[src/rtl/discriminator_seq.sv]
// Time-multiplexed 9-3-1 discriminator: one shared signed MAC evaluates the ReLU hidden layer
// serially, then the linear output neuron, behind valid/ready handshakes.
module discriminator_seq #(
    parameter int WIDTH       = 32,
    parameter int FRAC        = 16,
    parameter int N_INPUT     = 9,
    parameter int N_NEURON_L2 = 3
) (
    input  logic                                 clk,
    input  logic                                 rst,
    input  logic                                 in_valid,
    output logic                                 in_ready,
    input  logic [N_INPUT*WIDTH-1:0]             pix,
    input  logic [N_INPUT*N_NEURON_L2*WIDTH-1:0] w_L2,
    input  logic [N_NEURON_L2*WIDTH-1:0]         b_L2,
    input  logic [N_NEURON_L2*WIDTH-1:0]         w_L3,
    input  logic [WIDTH-1:0]                     b_L3,
    output logic                                 out_valid,
    input  logic                                 out_ready,
    output logic [WIDTH-1:0]                     score,
    output logic                                 is_real
);
    localparam int PW   = 2 * WIDTH;
    localparam int ACCW = 2 * WIDTH + 4;
    localparam int KW   = $clog2(N_INPUT + 1);
    localparam int NW   = $clog2(N_NEURON_L2 + 1);

    typedef enum logic [2:0] {
        S_IDLE, S_L2_MAC, S_L2_ACT, S_L3_MAC, S_L3_ACT, S_OUT
    } state_t;

    state_t                    state_q, state_d;
    logic signed [ACCW-1:0]    acc_q, acc_d;
    logic [KW-1:0]             k_q, k_d;
    logic [NW-1:0]             n_q, n_d;
    logic [N_INPUT*WIDTH-1:0]  pix_q, pix_d;
    logic [N_NEURON_L2*WIDTH-1:0] h_q, h_d;
    logic                      out_valid_q, out_valid_d;
    logic                      in_ready_q, in_ready_d;
    logic [WIDTH-1:0]          score_q, score_d;
    logic                      is_real_q, is_real_d;

    logic signed [WIDTH-1:0]   op_a, op_b, bias;
    logic signed [PW-1:0]      prod, term;
    logic signed [ACCW-1:0]    mac_sum, bias_sum;
    logic [WIDTH-1:0]          sat_v, relu_v;
    int unsigned               k_i, n_i;

    // Clamp the wide accumulator into the signed WIDTH range.
    function automatic logic [WIDTH-1:0] sat(input logic signed [ACCW-1:0] x);
        if (x[ACCW-1:WIDTH-1] == '0 || x[ACCW-1:WIDTH-1] == '1)
            return x[WIDTH-1:0];
        else if (x[ACCW-1])
            return {1'b1, {(WIDTH-1){1'b0}}};
        else
            return {1'b0, {(WIDTH-1){1'b1}}};
    endfunction

    always_comb begin
        k_i = 32'(k_q);
        n_i = 32'(n_q);
        op_a = '0;
        op_b = '0;
        if (state_q == S_L3_MAC) begin
            op_a = h_q[k_i*WIDTH +: WIDTH];
            op_b = w_L3[k_i*WIDTH +: WIDTH];
        end else begin
            op_a = pix_q[k_i*WIDTH +: WIDTH];
            op_b = w_L2[(n_i*N_INPUT + k_i)*WIDTH +: WIDTH];
        end
        prod     = PW'(op_a) * PW'(op_b);
        term     = prod >>> FRAC;
        mac_sum  = acc_q + ACCW'(term);
        bias     = (state_q == S_L3_ACT) ? b_L3 : b_L2[n_i*WIDTH +: WIDTH];
        bias_sum = acc_q + ACCW'(bias);
        sat_v    = sat(bias_sum);
        relu_v   = sat_v[WIDTH-1] ? '0 : sat_v;
    end

    always_comb begin
        state_d   = state_q;
        acc_d     = acc_q;
        k_d       = k_q;
        n_d       = n_q;
        pix_d     = pix_q;
        h_d       = h_q;
        score_d   = score_q;
        is_real_d = is_real_q;
        unique case (state_q)
            S_IDLE: if (in_valid) begin
                pix_d   = pix;
                acc_d   = '0;
                k_d     = '0;
                n_d     = '0;
                state_d = S_L2_MAC;
            end
            S_L2_MAC: begin
                acc_d = mac_sum;
                if (k_q == KW'(N_INPUT - 1)) begin
                    k_d     = '0;
                    state_d = S_L2_ACT;
                end else begin
                    k_d = k_q + 1'b1;
                end
            end
            S_L2_ACT: begin
                h_d[n_i*WIDTH +: WIDTH] = relu_v;
                acc_d = '0;
                k_d   = '0;
                if (n_q < NW'(N_NEURON_L2 - 1)) begin
                    n_d     = n_q + 1'b1;
                    state_d = S_L2_MAC;
                end else begin
                    state_d = S_L3_MAC;
                end
            end
            S_L3_MAC: begin
                acc_d = mac_sum;
                if (k_q == KW'(N_NEURON_L2 - 1)) begin
                    k_d     = '0;
                    state_d = S_L3_ACT;
                end else begin
                    k_d = k_q + 1'b1;
                end
            end
            S_L3_ACT: begin
                score_d   = sat_v;
                is_real_d = ~sat_v[WIDTH-1];
                state_d   = S_OUT;
            end
            S_OUT: if (out_ready) state_d = S_IDLE;
            default: state_d = S_IDLE;
        endcase
        // Handshake flags are registered copies of the next state.
        out_valid_d = (state_d == S_OUT);
        in_ready_d  = (state_d == S_IDLE);
    end

    always_ff @(posedge clk) begin
        if (rst) begin
            state_q     <= S_IDLE;
            acc_q       <= '0;
            k_q         <= '0;
            n_q         <= '0;
            pix_q       <= '0;
            h_q         <= '0;
            out_valid_q <= 1'b0;
            in_ready_q  <= 1'b1;
            score_q     <= '0;
            is_real_q   <= 1'b0;
        end else begin
            state_q     <= state_d;
            acc_q       <= acc_d;
            k_q         <= k_d;
            n_q         <= n_d;
            pix_q       <= pix_d;
            h_q         <= h_d;
            out_valid_q <= out_valid_d;
            in_ready_q  <= in_ready_d;
            score_q     <= score_d;
            is_real_q   <= is_real_d;
        end
    end

    assign in_ready  = in_ready_q;
    assign out_valid = out_valid_q;
    assign score     = score_q;
    assign is_real   = is_real_q;
endmodule

[config.mk]
export PLATFORM = sky130hd
export DESIGN_NAME = discriminator_seq
export DESIGN_NICKNAME = d
export VERILOG_FILES = /design/src/rtl/discriminator_seq.sv
export SDC_FILE = /design/constraint.sdc
export NUM_CORES = 2
export LEC_CHECK = 0
export ABC_AREA = 0
export CAP_MARGIN = 20
export CELL_PAD_IN_SITES_DETAIL_PLACEMENT = 0
export CELL_PAD_IN_SITES_GLOBAL_PLACEMENT = 1
export CORE_AREA = 2 2 555 557
export DETAILED_ROUTE_END_ITERATION = 6
export DIE_AREA = 0 0 557 559
export PLACE_DENSITY = 0.56
export SKIP_CTS_REPAIR_TIMING = 1
export SYNTH_ARGS = -nofsm -noshare
export SYNTH_HDL_FRONTEND = slang
export SYNTH_SLANG_ARGS = --single-unit
export TNS_END_PERCENT = 50
[constraint.sdc]
create_clock -name clk -period 16.4 [get_ports clk]
set_input_delay 2.46 -clock clk [delete_from_list [all_inputs] [get_ports clk]]
set_output_delay 2.46 -clock clk [all_outputs]
set_load 0.03 [all_outputs]
==> summary.md <==
| Metric | Value |
|---|---|
| Via count | 71000 |
| EDFF count, synth | 0 |
| Placed Cells | 14000 |
| CP arrival | ~16 ns |
| Seq/Total Area, Yosys | 13.8% |
| Worst Path Required | 16.98 ns |
| #FFs+latches synth | 493 |
| Clk_skew | approximately 0.064 ns |
| Clk_lat worst skew | 0.68 ns |
| DRC | 0 |
| Vias in the first global route | approximately 72000 |
| Crit-path max FO | 7 |
| Post-Layout Cell Count | 14100 |
| Slew Viols, Final | 0 |
| Core outline area | 305000 µm² |
| Fmax | about 64 MHz |
| Routed Antenna Nets | 0 |
| CP Class | in -> reg |
| Port-buffer cells | 1414 |
| Detailed Route Iter0 Violations | 6692 |
| CTS sink cnt | a little under 500 |
| Core Rows | about 200 |
| WL/cell | 31.6 µm |
| Mapped cell area | 71600 µm² |
| Worst Setup End Kind | flip-flop |
| Detailed Routing Iterations Pass 1 | 6 |
| WL final | around 450 mm |
| Status | complete, no violations |
| Die X | 557 µm |
| Design area | just under 100000 µm² |
| Worst stage delay on the critical path | between 0.5 and 0.6 ns |
| Die footprint | 311000 µm² |
| Fin crit period | 15.68 ns |
| GR Util All Layers | roughly 28% |
| Total of max-cap violations | 0 |
| Dpl hpwl | a little under 400 mm |
| Final worst-path cycle share | 95.6% |
| Antenna violations before repair | between 100 and 150 |
| Die Ht | 559 µm |
| Most frequent cells in the layout | clkdlybuf4s50_1 (1413), nand2_1 (1402), fa_1 (1084), inv_1 (1056), nor2_1 (815) |
| Synth warn | 0 |
| Vias per cell | 5.03 |
| Placed cell area | ~95000 µm² |
| Worst-margin pin slew | around 1.1 ns |
| CTS root buf | clkbuf_16 |
| Longest Clk Path Bufs | 3 |
| CTS tree | done |
| Area delta synth->final | 35.2% |
| Number of CTS-inserted buffers | 56 |
| Most common cell after layout, fill and taps aside | clkdlybuf4s50_1 |
| Normalized max-slew margin | 23.6% |
| Post-synthesis cell count | 8328 |
| I/O pin count | 1415 |
| Syn nets | 11100 |
| Layout cells sized above 1 | 11.8% |
| RSZ-0062 raised after global routing | false |
| CP max-delay cell | mux4_2 |
| Worst hold margin | between 0.4 and 0.5 ns |
| Final GP Congestion | 0.988 |
| Initial Util | roughly a quarter |
| Largest net degree at the start of global routing | around 110 |
| Nets | about 13000 |
| Level count of the clock H-tree | 2 |
| First-pass GRT wire length | 608 mm |
| Clock transition at the registers of the reported paths | 0.06 ns |
| Aggregate global routing overflow | 0 |
| Post-synth ARST share | 0% |
| Finish-stage setup viols | 0 |
| Yosys cell types | 89 |
| Top_reg_cell synth | dfxtp_1 |
| Worst hold path class | reg -> reg |
| FILL cells | 32100 |
| Top cell by count, worst path | fa_1 |
| Final Hold Vio Count | 0 |
| Average size of a mapped cell | 8.59 µm² |
| Worst Setup Start Kind | input port |
==> state kept, by name (all words and copies together) (netlist names) <==
signal and cells:
k_q 4, score 32, acc_q 68, h_q 93, pix_q 288, state_q 3, out_valid 1, n_q 2
is_real 1, in_ready 1
==> final cells by class <==
class                      instances  area, µm²  share of cell area (%)
antenna                           60        150                   0.155
clock buffer                      75       1550                    1.61
clock inverter                    30        315                   0.326
inverter                        1061       3980                    4.12
multi-input combinational       6239      56100                    58.0
sequential                       493       9880                    10.2
tap                             4100       5130                    5.30
timing repair buffer            2067      19600                    20.2
==> stage by stage <==
| stage | setup TNS (ns) | setup slack [ns] | util (%) |
|---|---|---|---|
| floorplan | 0 | 1.68 | - |
| CTS | 0 | 0.447 | 31.6 |
| global placement | -0.756 | -0.237 | 31.0 |
| global route | 0 | 0.00214 | 31.7 |
| detailed placement | -0.759 | -0.253 | 31.0 |
| finish | 0 | 0.719 | 31.7 |
==> synthesized netlist by cell type (19+ instances only) <==
library cell / number / area (µm²)
and3_1: 32 / 200
nor3_1: 49 / 245
a22o_1: 106 / 928
clkbuf_1: 474 / 1780
o21ai_2: 30 / 263
mux4_2: 255 / 5740
inv_1: 1056 / 3960
o21a_1: 64 / 480
ha_1: 331 / 4140
a221oi_1: 19 / 166
a2111oi_0: 39 / 342
a21oi_1: 713 / 3570
a31oi_1: 22 / 138
fa_1: 1085 / 21700
dfxtp_1: 493 / 9870
nor2b_1: 45 / 282
nand2b_1: 45 / 282
nand4_1: 36 / 225
nor2_1: 823 / 3090
buf_1: 42 / 158
o211ai_1: 33 / 248
nand3_1: 61 / 305
and2_1: 37 / 231
nand2_1: 1404 / 5270
a221o_1: 22 / 220
o21ai_0: 228 / 1140
a21o_1: 139 / 1040
o21bai_1: 28 / 210
xnor2_1: 103 / 902
a22oi_1: 51 / 383
xor2_1: 52 / 455
mux2i_1: 120 / 1200
==> kinds of logic after synthesis <==
| family | synth area share [%] |
|---|---|
| and+or+nand+nor | 15.1 |
| AOI/OAI and AO/OA | 14.6 |
| adders and majority gates | 36.1 |
| DFF | 13.8 |
| buffers and inverters | 8.43 |
| muxes | 9.99 |
| xor gates and xnor gates | 1.92 |
==> critical path, delay by kind of cell <==
family,cells,cell delay (ns)
adders and majority gates,10,4.51
xor gates and xnor gates,2,0.25
buffers and inverters,10,1.57
muxes,2,1.15
and+or+nand+nor,9,1.30
AOI/OAI and AO/OA,25,4.99
==> layer usage <==
layer / wire [µm] / track usage, % / vias up
met1: 216000 / 42.1 / 36700
met5: 230 / 0 / -
met2: 186000 / 40.8 / 3183
met3: 35200 / 6.56 / 397
li1: - / - / 30600
met4: 9030 / 5.06 / 36
==> final timing paths <==
path	startpoint	to	slack, ns	cells past startpoint
worst max-delay path	w_L2[358]	acc_q[66]	0.72	58
worst min-delay path	pix_q[206]	pix_q[206]	0.45	2
worst max register to register	k_q[1]	acc_q[66]	0.97	61
worst min register to register	pix_q[206]	pix_q[206]	0.45	2
Power is not shown: default switching activity piles up to over one toggle a cycle in this logic, so the estimate is an artifact.
